<file path="config.mk">
export PLATFORM = sky130hd
export DESIGN_NAME = io_handshake_peripheral
export DESIGN_NICKNAME = d
export VERILOG_FILES = /design/src/rtl/io_handshake_peripheral.sv
export SDC_FILE = /design/constraint.sdc
export NUM_CORES = 1
export LEC_CHECK = 0
export ABC_AREA = 1
export BUFFER_PORTS_ARGS = -buffer_cell sky130_fd_sc_hd__buf_2
export CAP_MARGIN = 20
export CORE_AREA = 2 2 105 82
export CTS_CLUSTER_DIAMETER = 150
export DETAILED_ROUTE_END_ITERATION = 8
export DIE_AREA = 0 0 107 84
export GPL_ROUTABILITY_DRIVEN = 1
export GPL_TIMING_DRIVEN = 0
export PLACE_DENSITY = 0.58
export SLEW_MARGIN = 5
export SYNTH_ARGS = -nofsm -noshare
export SYNTH_HDL_FRONTEND = slang
export SYNTH_SLANG_ARGS = --single-unit
</file>
<file path="constraint.sdc">
create_clock -name clk -period 5.39 [get_ports clk]
set_clock_uncertainty 0.05 [all_clocks]
set_input_delay 1.3475 -clock clk [delete_from_list [all_inputs] [get_ports clk]]
set_output_delay 1.3475 -clock clk [all_outputs]
set_load 0.01 [all_outputs]
</file>
<file path="src/rtl/io_handshake_peripheral.sv">
// Byte source/sink partner for the Processor's four-phase ready/ACK I/O ports.
// Optional macro IO_PERIPH_IRQ_EN adds a registered "FIFO non-empty" irq output.
module io_handshake_peripheral #(
   parameter int DEPTH = 4
) (
   input  logic                       clk,
   input  logic                       reset,
   input  logic [7:0]                 tx_data,
   input  logic                       tx_valid,
   output logic                       tx_ready,
   output logic [$clog2(DEPTH+1)-1:0] tx_count,
   output logic [7:0]                 in,
   output logic                       inDataReady,
   input  logic                       inACK,
   input  logic [7:0]                 out,
   input  logic                       outDataReady,
   output logic                       outACK,
   output logic [7:0]                 rx_data,
   output logic                       rx_valid,
   input  logic                       rx_ready
`ifdef IO_PERIPH_IRQ_EN
   ,output logic                      irq
`endif
);

   localparam int AW = (DEPTH > 1) ? $clog2(DEPTH) : 1;
   localparam int CW = $clog2(DEPTH+1);
   localparam logic [AW-1:0] PTR_ONE   = AW'(1);
   localparam logic [CW-1:0] CNT_ONE   = CW'(1);
   localparam logic [CW-1:0] CNT_ZERO  = CW'(0);
   localparam logic [CW-1:0] CNT_FULL  = CW'(DEPTH);

   typedef enum logic [1:0] {
      SRC_IDLE    = 2'd0,
      SRC_PRESENT = 2'd1,
      SRC_WAIT    = 2'd2
   } srcState_t;

   typedef enum logic {
      SNK_IDLE = 1'b0,
      SNK_ACK  = 1'b1
   } snkState_t;

   logic [7:0]    mem_r [DEPTH];
   logic [AW-1:0] wrPtr_r, rdPtr_r;
   logic [CW-1:0] count_r;
   srcState_t     srcState_r, srcNext_s;
   snkState_t     snkState_r, snkNext_s;
   logic          push_s, srcPop_s, srcAck_s, snkCapture_s, snkRelease_s;

   // Readiness comes from the registered count only, so a same-cycle pop never frees a slot.
   assign tx_ready = (count_r != CNT_FULL);
   assign tx_count = count_r;
   assign push_s   = tx_valid && tx_ready;

   // FIFO storage write port
   always_ff @(posedge clk) begin
      if (push_s) begin
         mem_r[wrPtr_r] <= tx_data;
      end
   end

   // FIFO pointers and occupancy
   always_ff @(posedge clk or negedge reset) begin
      if (!reset) begin
         wrPtr_r <= {AW{1'b0}};
         rdPtr_r <= {AW{1'b0}};
         count_r <= CNT_ZERO;
      end else begin
         if (push_s) begin
            wrPtr_r <= wrPtr_r + PTR_ONE;
         end
         if (srcPop_s) begin
            rdPtr_r <= rdPtr_r + PTR_ONE;
         end
         case ({push_s, srcPop_s})
            2'b10:   count_r <= count_r + CNT_ONE;
            2'b01:   count_r <= count_r - CNT_ONE;
            default: count_r <= count_r;
         endcase
      end
   end

   // Source FSM state register
   always_ff @(posedge clk or negedge reset) begin
      if (!reset) begin
         srcState_r <= SRC_IDLE;
      end else begin
         srcState_r <= srcNext_s;
      end
   end

   // Source FSM next-state and pop/ack decisions
   always_comb begin
      srcNext_s = srcState_r;
      srcPop_s  = 1'b0;
      srcAck_s  = 1'b0;
      case (srcState_r)
         SRC_IDLE: begin
            if (count_r != CNT_ZERO) begin
               srcNext_s = SRC_PRESENT;
               srcPop_s  = 1'b1;
            end else begin
               srcNext_s = SRC_IDLE;
            end
         end
         SRC_PRESENT: begin
            if (inACK) begin
               srcNext_s = SRC_WAIT;
               srcAck_s  = 1'b1;
            end else begin
               srcNext_s = SRC_PRESENT;
            end
         end
         SRC_WAIT: begin
            if (!inACK) begin
               srcNext_s = SRC_IDLE;
            end else begin
               srcNext_s = SRC_WAIT;
            end
         end
         default: srcNext_s = SRC_IDLE;
      endcase
   end

   // Source-side registered outputs; 'in' holds its value between transfers
   always_ff @(posedge clk or negedge reset) begin
      if (!reset) begin
         in          <= 8'h00;
         inDataReady <= 1'b0;
      end else if (srcPop_s) begin
         in          <= mem_r[rdPtr_r];
         inDataReady <= 1'b1;
      end else if (srcAck_s) begin
         inDataReady <= 1'b0;
      end
   end

   // Sink FSM state register
   always_ff @(posedge clk or negedge reset) begin
      if (!reset) begin
         snkState_r <= SNK_IDLE;
      end else begin
         snkState_r <= snkNext_s;
      end
   end

   // Sink FSM: capture only from IDLE, so a held outDataReady cannot re-capture
   always_comb begin
      snkNext_s    = snkState_r;
      snkCapture_s = 1'b0;
      snkRelease_s = 1'b0;
      case (snkState_r)
         SNK_IDLE: begin
            if (outDataReady && rx_ready) begin
               snkNext_s    = SNK_ACK;
               snkCapture_s = 1'b1;
            end else begin
               snkNext_s = SNK_IDLE;
            end
         end
         SNK_ACK: begin
            if (!outDataReady) begin
               snkNext_s    = SNK_IDLE;
               snkRelease_s = 1'b1;
            end else begin
               snkNext_s = SNK_ACK;
            end
         end
         default: snkNext_s = SNK_IDLE;
      endcase
   end

   // Sink-side registered outputs
   always_ff @(posedge clk or negedge reset) begin
      if (!reset) begin
         rx_data  <= 8'h00;
         rx_valid <= 1'b0;
         outACK   <= 1'b0;
      end else begin
         rx_valid <= snkCapture_s;
         if (snkCapture_s) begin
            rx_data <= out;
            outACK  <= 1'b1;
         end else if (snkRelease_s) begin
            outACK  <= 1'b0;
         end
      end
   end

`ifdef IO_PERIPH_IRQ_EN
   // Interrupt mirrors FIFO non-empty, one cycle behind the count
   always_ff @(posedge clk or negedge reset) begin
      if (!reset) begin
         irq <= 1'b0;
      end else begin
         irq <= (count_r != CNT_ZERO);
      end
   end
`endif

endmodule
</file>
# After elaboration in Yosys (flattened, before gate mapping)
# Memories as Yosys holds them, arrays and structs flattened. A register that Yosys moved wholly into a read port is not among the register bits.
# Index checks and enable logic that the tools add are counted.
[word_totals] register_bits=21 mem_bits_rw=32 in_bits=22 n_memories=1
[classes] add_sub_neg=4 n_eq_ne=5 n_mux=21 bitwise=1 n_reduce_logical=8
[memory_table] memory="mem_r" words=4 width=8 rd=1 rd_clocked_by_memory_dff=1 write_ports=1 line_no="44" text="logic [7:0] mem_r [DEPTH];"
[ops] op="$mux 1" count=16
[ops] op="$pmux 2 s3" count=1
[ops] op="$pmux 3 s2" count=1
[ops] op="$reduce_bool 2->1" count=3
[ops] op="$add 2x1->2 const B" count=2
[ops] op="$eq 2x1->1 const B" count=2
[ops] op="$eq 2x2->1 const B" count=2
[ops] op="$mux 2" count=2
[ops] op="$add 3x1->3 const B" count=1
[ops] op="$ne 3x3->1 const B" count=1
[ops] op="$reduce_bool 3->1" count=1
[ops] op="$sub 3x1->3 const B" count=1
[ops] op="$logic_and 1x1->1" count=2
[ops] op="$logic_not 2->1" count=1
[ops] op="$pmux 1 s2" count=1
[ops] op="$logic_not 1->1" count=1
[ops] op="$not 1->1" count=1

# Logic depth before layout (Yosys ltp)
# Gate-level depths: netlist of the first run.
[logic_depth] depth_word=5 depth_mapped=9 depth_no_buf=9

# Least setup slack after synthesis of the first run
# No wires, ideal clock.
[synth_timing] kind="input port to flip-flop" start="input tx_valid" end="register count_r[2], in the netlist tx_count[2]" setup_ns=0.123 arrival_time_ns=2.297 required_ns=5.217 setup_slack_ns=2.920 path_stages=6 path_buffers=0 path_cell_list="nand2_4 ha_1 fa_1 nand2_1 nand3_1 xor2_1"
[synth_between] elab_chain_cells=3 elab_cells_between_ends=5 cone_classes="eq/ne: 2; mux: 1; reduce/logical: 2"
[synth_lines] element="start, declared" line_no="9" text="input logic tx_valid,"
[synth_lines] element="$logic_and 1x1->1 (*)" line_no="54" text="assign push_s = tx_valid && tx_ready;"
[synth_lines] element="$eq 2x1->1 / $eq 2x2->1 (equally long branches)" line_no="76" text="case ({push_s, srcPop_s})"
[synth_lines] element="$pmux 3 s2 / $reduce_bool 2->1 (equally long branches)"
[synth_lines] element="end signal, assigned" line_no="77" text="2'b10: count_r <= count_r + CNT_ONE;"
[synth_lines] element="end signal, assigned" line_no="78" text="2'b01: count_r <= count_r - CNT_ONE;"
[synth_lines] element="end signal, assigned" line_no="79" text="default: count_r <= count_r;"
[synth_lines] element="end, declared" line_no="46" text="logic [CW-1:0] count_r;"
# Every way passes the cells marked *; elsewhere a longest branch is shown, timed or not.
# A chain may end at the register's enable or synchronous reset.

# Worst setup path in the final report of the first run
[layout_timing] start="register count_r[0], in the netlist tx_count[0]" end="output tx_ready"
[layout_between] elab_chain_cells=1
[layout_lines] element="$ne 3x3->1" line_no="52" text="assign tx_ready = (count_r != CNT_FULL);"
[layout_lines] element="end, declared" line_no="10" text="output logic tx_ready,"
# No other way between the ends.

==> results of run 1 <==
power breakdown:
group	internal, mW	switching (mW)
clock network	0.210	0.171
logic	0.281	0.432
registers	0.632	0.0737
total	1.12	0.676
cell families (layout without fill, tap and decap cells):
group	count (synthesis)	count (layout)	share of synthesized area (%)
xor+xnor	5	5	1.612
buf+inv	54	114	9.535
flops	61	61	62.09
fa+ha+maj	6	6	3.040
simple gates	135	135	22.66
compound gates	3	3	1.060
cells in the mapped netlist, drive strengths merged:
cell and n:
ha 5, nand2 106, a21oi 1, edfxtp 32
o21ai 1, xor2 3, buf 5, inv 49
xnor2 2, dfrtp 29, fa 1, nand3 21
o31ai 1, nor2 8
per-layer routing:
layer	up-vias	GRT usage, %	part of all wire, %
met5	-	0	0
met4	0	4.959	1.9
met3	9	4.528	4.5
met2	35	19.11	45
met1	828	17.54	49
li1	920	-	-
worst register-to-register path: stages, from the launching register on:
cell and delay (ps):
dfrtp_1 460, nor2_4 200, a21oi_4 120, ha_1 240
fa_1 390, nand2_1 90, nand3_1 90, xor2_1 140
state kept, by name, indices dropped and copies added, names as in the netlist:
| name | count |
|---|---|
| in | 8 |
| inDataReady | 1 |
| mem_r | 32 |
| outACK | 1 |
| rdPtr_r | 2 |
| rx_data | 8 |
| rx_valid | 1 |
| snkState_r | 1 |
| srcState_r | 2 |
| tx_count | 3 |
| wrPtr_r | 2 |
final cells by class:
class	instances	share of cell area, %
Sequential cell	61	51.83
Clock buffer	11	4.037
Inverter	49	5.805
Timing Repair Buffer	44	6.767
Buffer	5	2.153
Tap cell	108	4.152
Multi-Input combinational cell	149	23.68
Clock inverter	5	1.576
path summary, 6_finish.rpt:
check	start	to	slack, ps	cells after the start
min	rx_data[4]$_DFFE_PN0P_	rx_data[4]$_DFFE_PN0P_	430	2
min reg2reg	rx_data[4]$_DFFE_PN0P_	rx_data[4]$_DFFE_PN0P_	430	2
max	tx_count[0]$_DFFE_PN0P_	tx_ready	2740	3
max reg2reg	tx_count[0]$_DFFE_PN0P_	tx_count[2]$_DFFE_PN0P_	3510	7
min in group asynchronous	reset	rx_valid$_DFF_PN0_	970	1
max in group asynchronous	reset	rdPtr_r[0]$_DFFE_PN0P_	3900	1
==> results.md, run 1 <==
* Setup Fix Bufs, Post-CTS at 0
* Post-DP Area at 0.003072 mm2
* Slowest CP cell: dfrtp_1
* Worst EP arrival at 1260 ps
* Inserted Diodes at 0
* Post-DP HPWL at 3690 um
* Post-Layout Cell Count at 432
* Util after Layout at 40.22%
* CP endpoint kind: output pin
* Die Height at 84 um
* CP Max Fanout at 4
* Area Growth Syn to Fin at 19.81%
* WP buf/inv at 1
* VDD IR max at 0.1754 mV
* Iteration count of the initial detailed-routing pass at 4
* CTS resizes at 0
* F_max at 376.7 MHz
* Slowest Stage Delay on Critical Path at about 460 ps
* Min Tclk post-route at between 2000 and 3000 ps
* Root Driver: clkbuf_8
* Commonest non-fill, non-tap cell in the layout: nand2_1
* Fillers at roughly 800
* Top Family by Delay on Critical Path: flip-flops
* Final setup TNS at 0 ps
* Total routed wirelength at ~5000 um
* Worst-Margin Slew at 798.2 ps
* Global route overflow at 0
* WS Path Type: reg2out
* Hold Vio Cnt, Final at 0
* Syn nets at 292
* CTS HTree Levels at 3
* First-pass GRT wire length at 8769 um
* Synth unique cells at 22
* CTS Buf Count at 9
* PD cells at 552.8 mW/mm2
* Syn Inst Count at 264
* Avg Cell Area, Syn at 10.29 um2
* CTS Hold Buffers Added at 0
* CTS sink count at 61
* Worst path cell trace: nor2_4 > nand2_2 > buf_2
* Cell Area, Synth at 0.002716 mm2
* Initial antenna violation count at 0
* CP startpoint kind: register
* Largest net degree at the start of global routing at 30
* Final Power at 1.799 mW
* DRT iter0 DRCs at 78
* Synth area leader: edfxtp_1
* Commonest cells after routing, fill and taps aside: nand2_1 (84), inv_1 (45), buf_2 (44)
* Final hold slack at roughly 430 ps
* TritonCTS clock tree: yes
* Hold Crit Class: reg2reg
* Worst-path clk slew at 70 ps
* Final setup fails at 0
* Gr usage total at 12.96%
* Starting density of the core at 33.57%
* Worst setup margin at 2735 ps
* Vias in the first global route at 1777
* DRC at 0
* Fin crit share at between 40% and 50%
* MaxCap Viol Count at 0
* Synth top area share at between 30% and 40%
* Seq. cell area at between 0.0015 and 0.002 mm2
* Yosys Warn Count at 0
* Die X at 107 um
* Die ar. at between 0.008 and 0.009 mm2
* Vias at between 1500 and 2000
* Cell Rows at 29
* Post-layout nets at about 350
* Clk_lat worst skew at between 300 and 400 ps
* WL per Instance at approximately 12 um
* Core area at slightly above 0.008 mm2
* Post-route cell area at between 0.003 and 0.004 mm2
* Number of port buffers at 44
* FF+latch count, synth at a little over 60
* Ranking of synthesized cells by area: edfxtp_1 (35%), dfrtp_1 (27%), nand2_1 (12%)
* Post-synthesis sequential area ratio at 62.09%
* Area taken by multi-input logic gates at ~770 um2
* GP Congestion at 0.7746
* LEAKAGE at 1.625 nW
* CP required at 3990 ps
* Pins Over Slew Limit at 0
* Clk buf depth at 2
* Slew headroom at 46.59%
* IO Count at 45
* Status: finished, final reports clean
* Unrepaired setup endpoints after global routing: false
* Fraction of layout cells with a size suffix above 1 at 28.40%
* Dpl cells at 416
* Via-to-Cell Ratio at 4.148
* Pre-CTS setup slack at 2709 ps
* DRT antenna net count at 0
Note: power is estimated with default switching activity, not from simulation.
==> inputs of run 2 (changes only) <==
ABC_AREA = 0   (was 1)
CORE_AREA = 2 2 100 78   (was 2 2 105 82)
DIE_AREA = 0 0 102 80   (was 0 0 107 84)
PLACE_DENSITY = 0.6   (was 0.58)
clock period = 2.2 ns   (was 5.39 ns; I/O delays follow)
==> run 2 against run 1 <==
Net effect: via count decreased by 28%; design area decreased by 5.3%; non-clock buffer count increased by 3; area after synthesis decreased by 10%.
==> results.md, run 2 <==
* Status: finished, final reports clean
* Post-synth ARST share at ~48%
* FF+latch count, synth at 61
* MaxCap Viol Count at 0
* Cell Rows at 27
* Yosys Warn Count at 0
* Hold Crit Class: in2async
* Biggest register: mem_r
* GP Congestion at 0.7150
* Commonest cells after routing, fill and taps aside: buf_2 (44), edfxtp_1 (32), dfrtp_1 (26)
* Area Growth Syn to Fin at 26.05%
* Most frequent cell after synthesis: edfxtp_1
* Worst EP arrival at 2320 ps
* CP endpoint kind: register
* Min Tclk post-route at 2113 ps
* Ranking of synthesized cells by area: edfxtp_1 (39%), dfrtp_1 (30%), mux4_1 (6.4%)
* Worst-path clk slew at 60 ps
* Root Driver: clkbuf_8
* Clk buf depth at 2
* CP required at roughly 2400 ps
* Starting density of the core at 34.14%
* Via-to-Cell Ratio at 4.368
* Die X at a little over 100 um
* Fraction of layout cells with a size suffix above 1 at 50.26%
* Iteration count of the initial detailed-routing pass at 4
* CP startpoint kind: register
* Gr usage total at 11.70%
* Post-DP Area at between 0.002 and 0.003 mm2
* Syn Inst Count at 130
* Commonest non-fill, non-tap cell in the layout: buf_2
* WL per Instance at ~14 um
* DRT antenna net count at 0
* Post-layout nets at 218
* Prevailing post-synth register cell: edfxtp_1
* Final setup TNS at 0 ps
* PD cells at 1406 mW/mm2
* Worst setup margin at 86.52 ps
* Synth area leader: edfxtp_1
* CTS sink count at 61
* First-pass GRT wire length at roughly 6800 um
* WS Path Type: reg2reg
* CTS Buf Count at 9
* Util after Layout at 43.03%
* IO Count at 45
* Biggest regs: mem_r x32, in x8, rx_data x8
* Syn nets at about 160
* Vias at 1293
* F_max at about 470 MHz
* Vias in the first global route at 1327
* Slew headroom at 55.62%
* Global route overflow at 0
* DRC at 0
* Number of port buffers at between 40 and 50
* Final hold slack at 198.0 ps
* Cell Area, Synth at 0.002445 mm2
* Clk_lat worst skew at 340 ps
* Die ar. at approximately 0.0082 mm2
* LEAKAGE at 1.302 nW
* Largest net degree at the start of global routing at 30
* Post-route cell area at 0.003082 mm2
* Post-Layout Cell Count at 296
* Avg Cell Area, Syn at 18.81 um2
* Synth unique cells at 26
* Fin crit share at 96.07%
* Pre-CTS setup slack at -176.5 ps
* Post-synth EDFFs at 32
* Pins Over Slew Limit at 0
* Hold Vio Cnt, Final at 0
* Fillers at 662
* Synth top area share at between 30% and 40%
* CTS HTree Levels at 3
* CP Max Fanout at 5
* Final setup fails at 0
* Max reg flops at 32
* Total routed wirelength at 4139 um
* Top post-synthesis cells by count: edfxtp_1 (32), dfrtp_1 (29), mux2_2 (11)
* CTS Hold Buffers Added at 0
* Inserted Diodes at 0
* Worst-Margin Slew at 665.7 ps
* TritonCTS clock tree: yes
* Dpl cells at 275
* Post-synthesis sequential area ratio at 68.99%
* Final Power at approximately 4.3 mW
* Post-DP HPWL at approximately 2800 um
* Die Height at roughly 80 um
* VDD IR max at 0.6268 mV
* DRT iter0 DRCs at between 70 and 80
* Core area at 0.007162 mm2
* Initial antenna violation count at 0
[run 2: worst paths after layout]
path / to / slack (ps) / from / cells past startpoint
min reg2reg: outACK$_DFFE_PN0P_ / 450 / snkState_r$_DFF_PN0_ / 1
max: tx_count[2]$_DFFE_PN0P_ / 90 / tx_count[0]$_DFFE_PN0P_ / 9
min in group clk: srcState_r[0]$_DFF_PN0_ / 360 / inACK / 2
min: wrPtr_r[1]$_DFFE_PN0P_ / 200 / reset / 1
max in group asynchronous: tx_count[1]$_DFFE_PN0P_ / 1440 / reset / 1
max reg2reg: tx_count[2]$_DFFE_PN0P_ / 90 / tx_count[0]$_DFFE_PN0P_ / 9
[run 2: cells by family after synthesis]
group           synth area share [%]
flops                          68.99
xor+xnor                       2.149
compound gates                 1.331
simple gates                   4.350
mux                            17.66
fa+ha+maj                      3.378
buf+inv                        2.149
[run 2: worst max-delay path, stage by stage, from the launching register on]
cell	delay, ps
dfrtp_2	450
buf_4	150
nor3_4	210
or3_4	170
inv_1	50
ha_2	180
fa_1	370
xnor2_1	130
nor2_1	130
xor2_1	150
[run 2: cell type report]
class | instances | area (um2) | area share, %
repair buffers | 50 | 265.3 | 8.607
flip-flops and latches | 61 | 1690 | 54.85
inverters | 7 | 26.28 | 0.8526
multi-input cells | 59 | 719.4 | 23.35
clock inverters | 6 | 111.4 | 3.613
well taps | 101 | 126.4 | 4.101
clock buffers | 10 | 127.6 | 4.141
plain buffers | 2 | 15.01 | 0.4872
[run 2: routing by layer]
| layer | global-route usage, % | up-vias | routed length [um] |
|---|---|---|---|
| met2 | 17.50 | 22 | 2085 |
| met5 | 0 | - | 0 |
| met4 | 6.400 | 0 | 76 |
| met3 | 4.553 | 10 | 150 |
| li1 | - | 605 | - |
| met1 | 14.55 | 656 | 1827 |
[run 2: timing repair]
item,in CTS,in global routing
resized for setup,3,3
pin swaps,2,1
buffers inserted,1,5
setup endpoints to repair,2,1
cloned,0,0
[run 2: power by group]
| part | internal [mW] | switching (mW) | leakage (nW) |
|---|---|---|---|
| Sequential | 1.55 | 0.163 | 0.631 |
| Clock | 0.752 | 0.439 | 0.116 |
| Combinational | 0.801 | 0.624 | 0.554 |
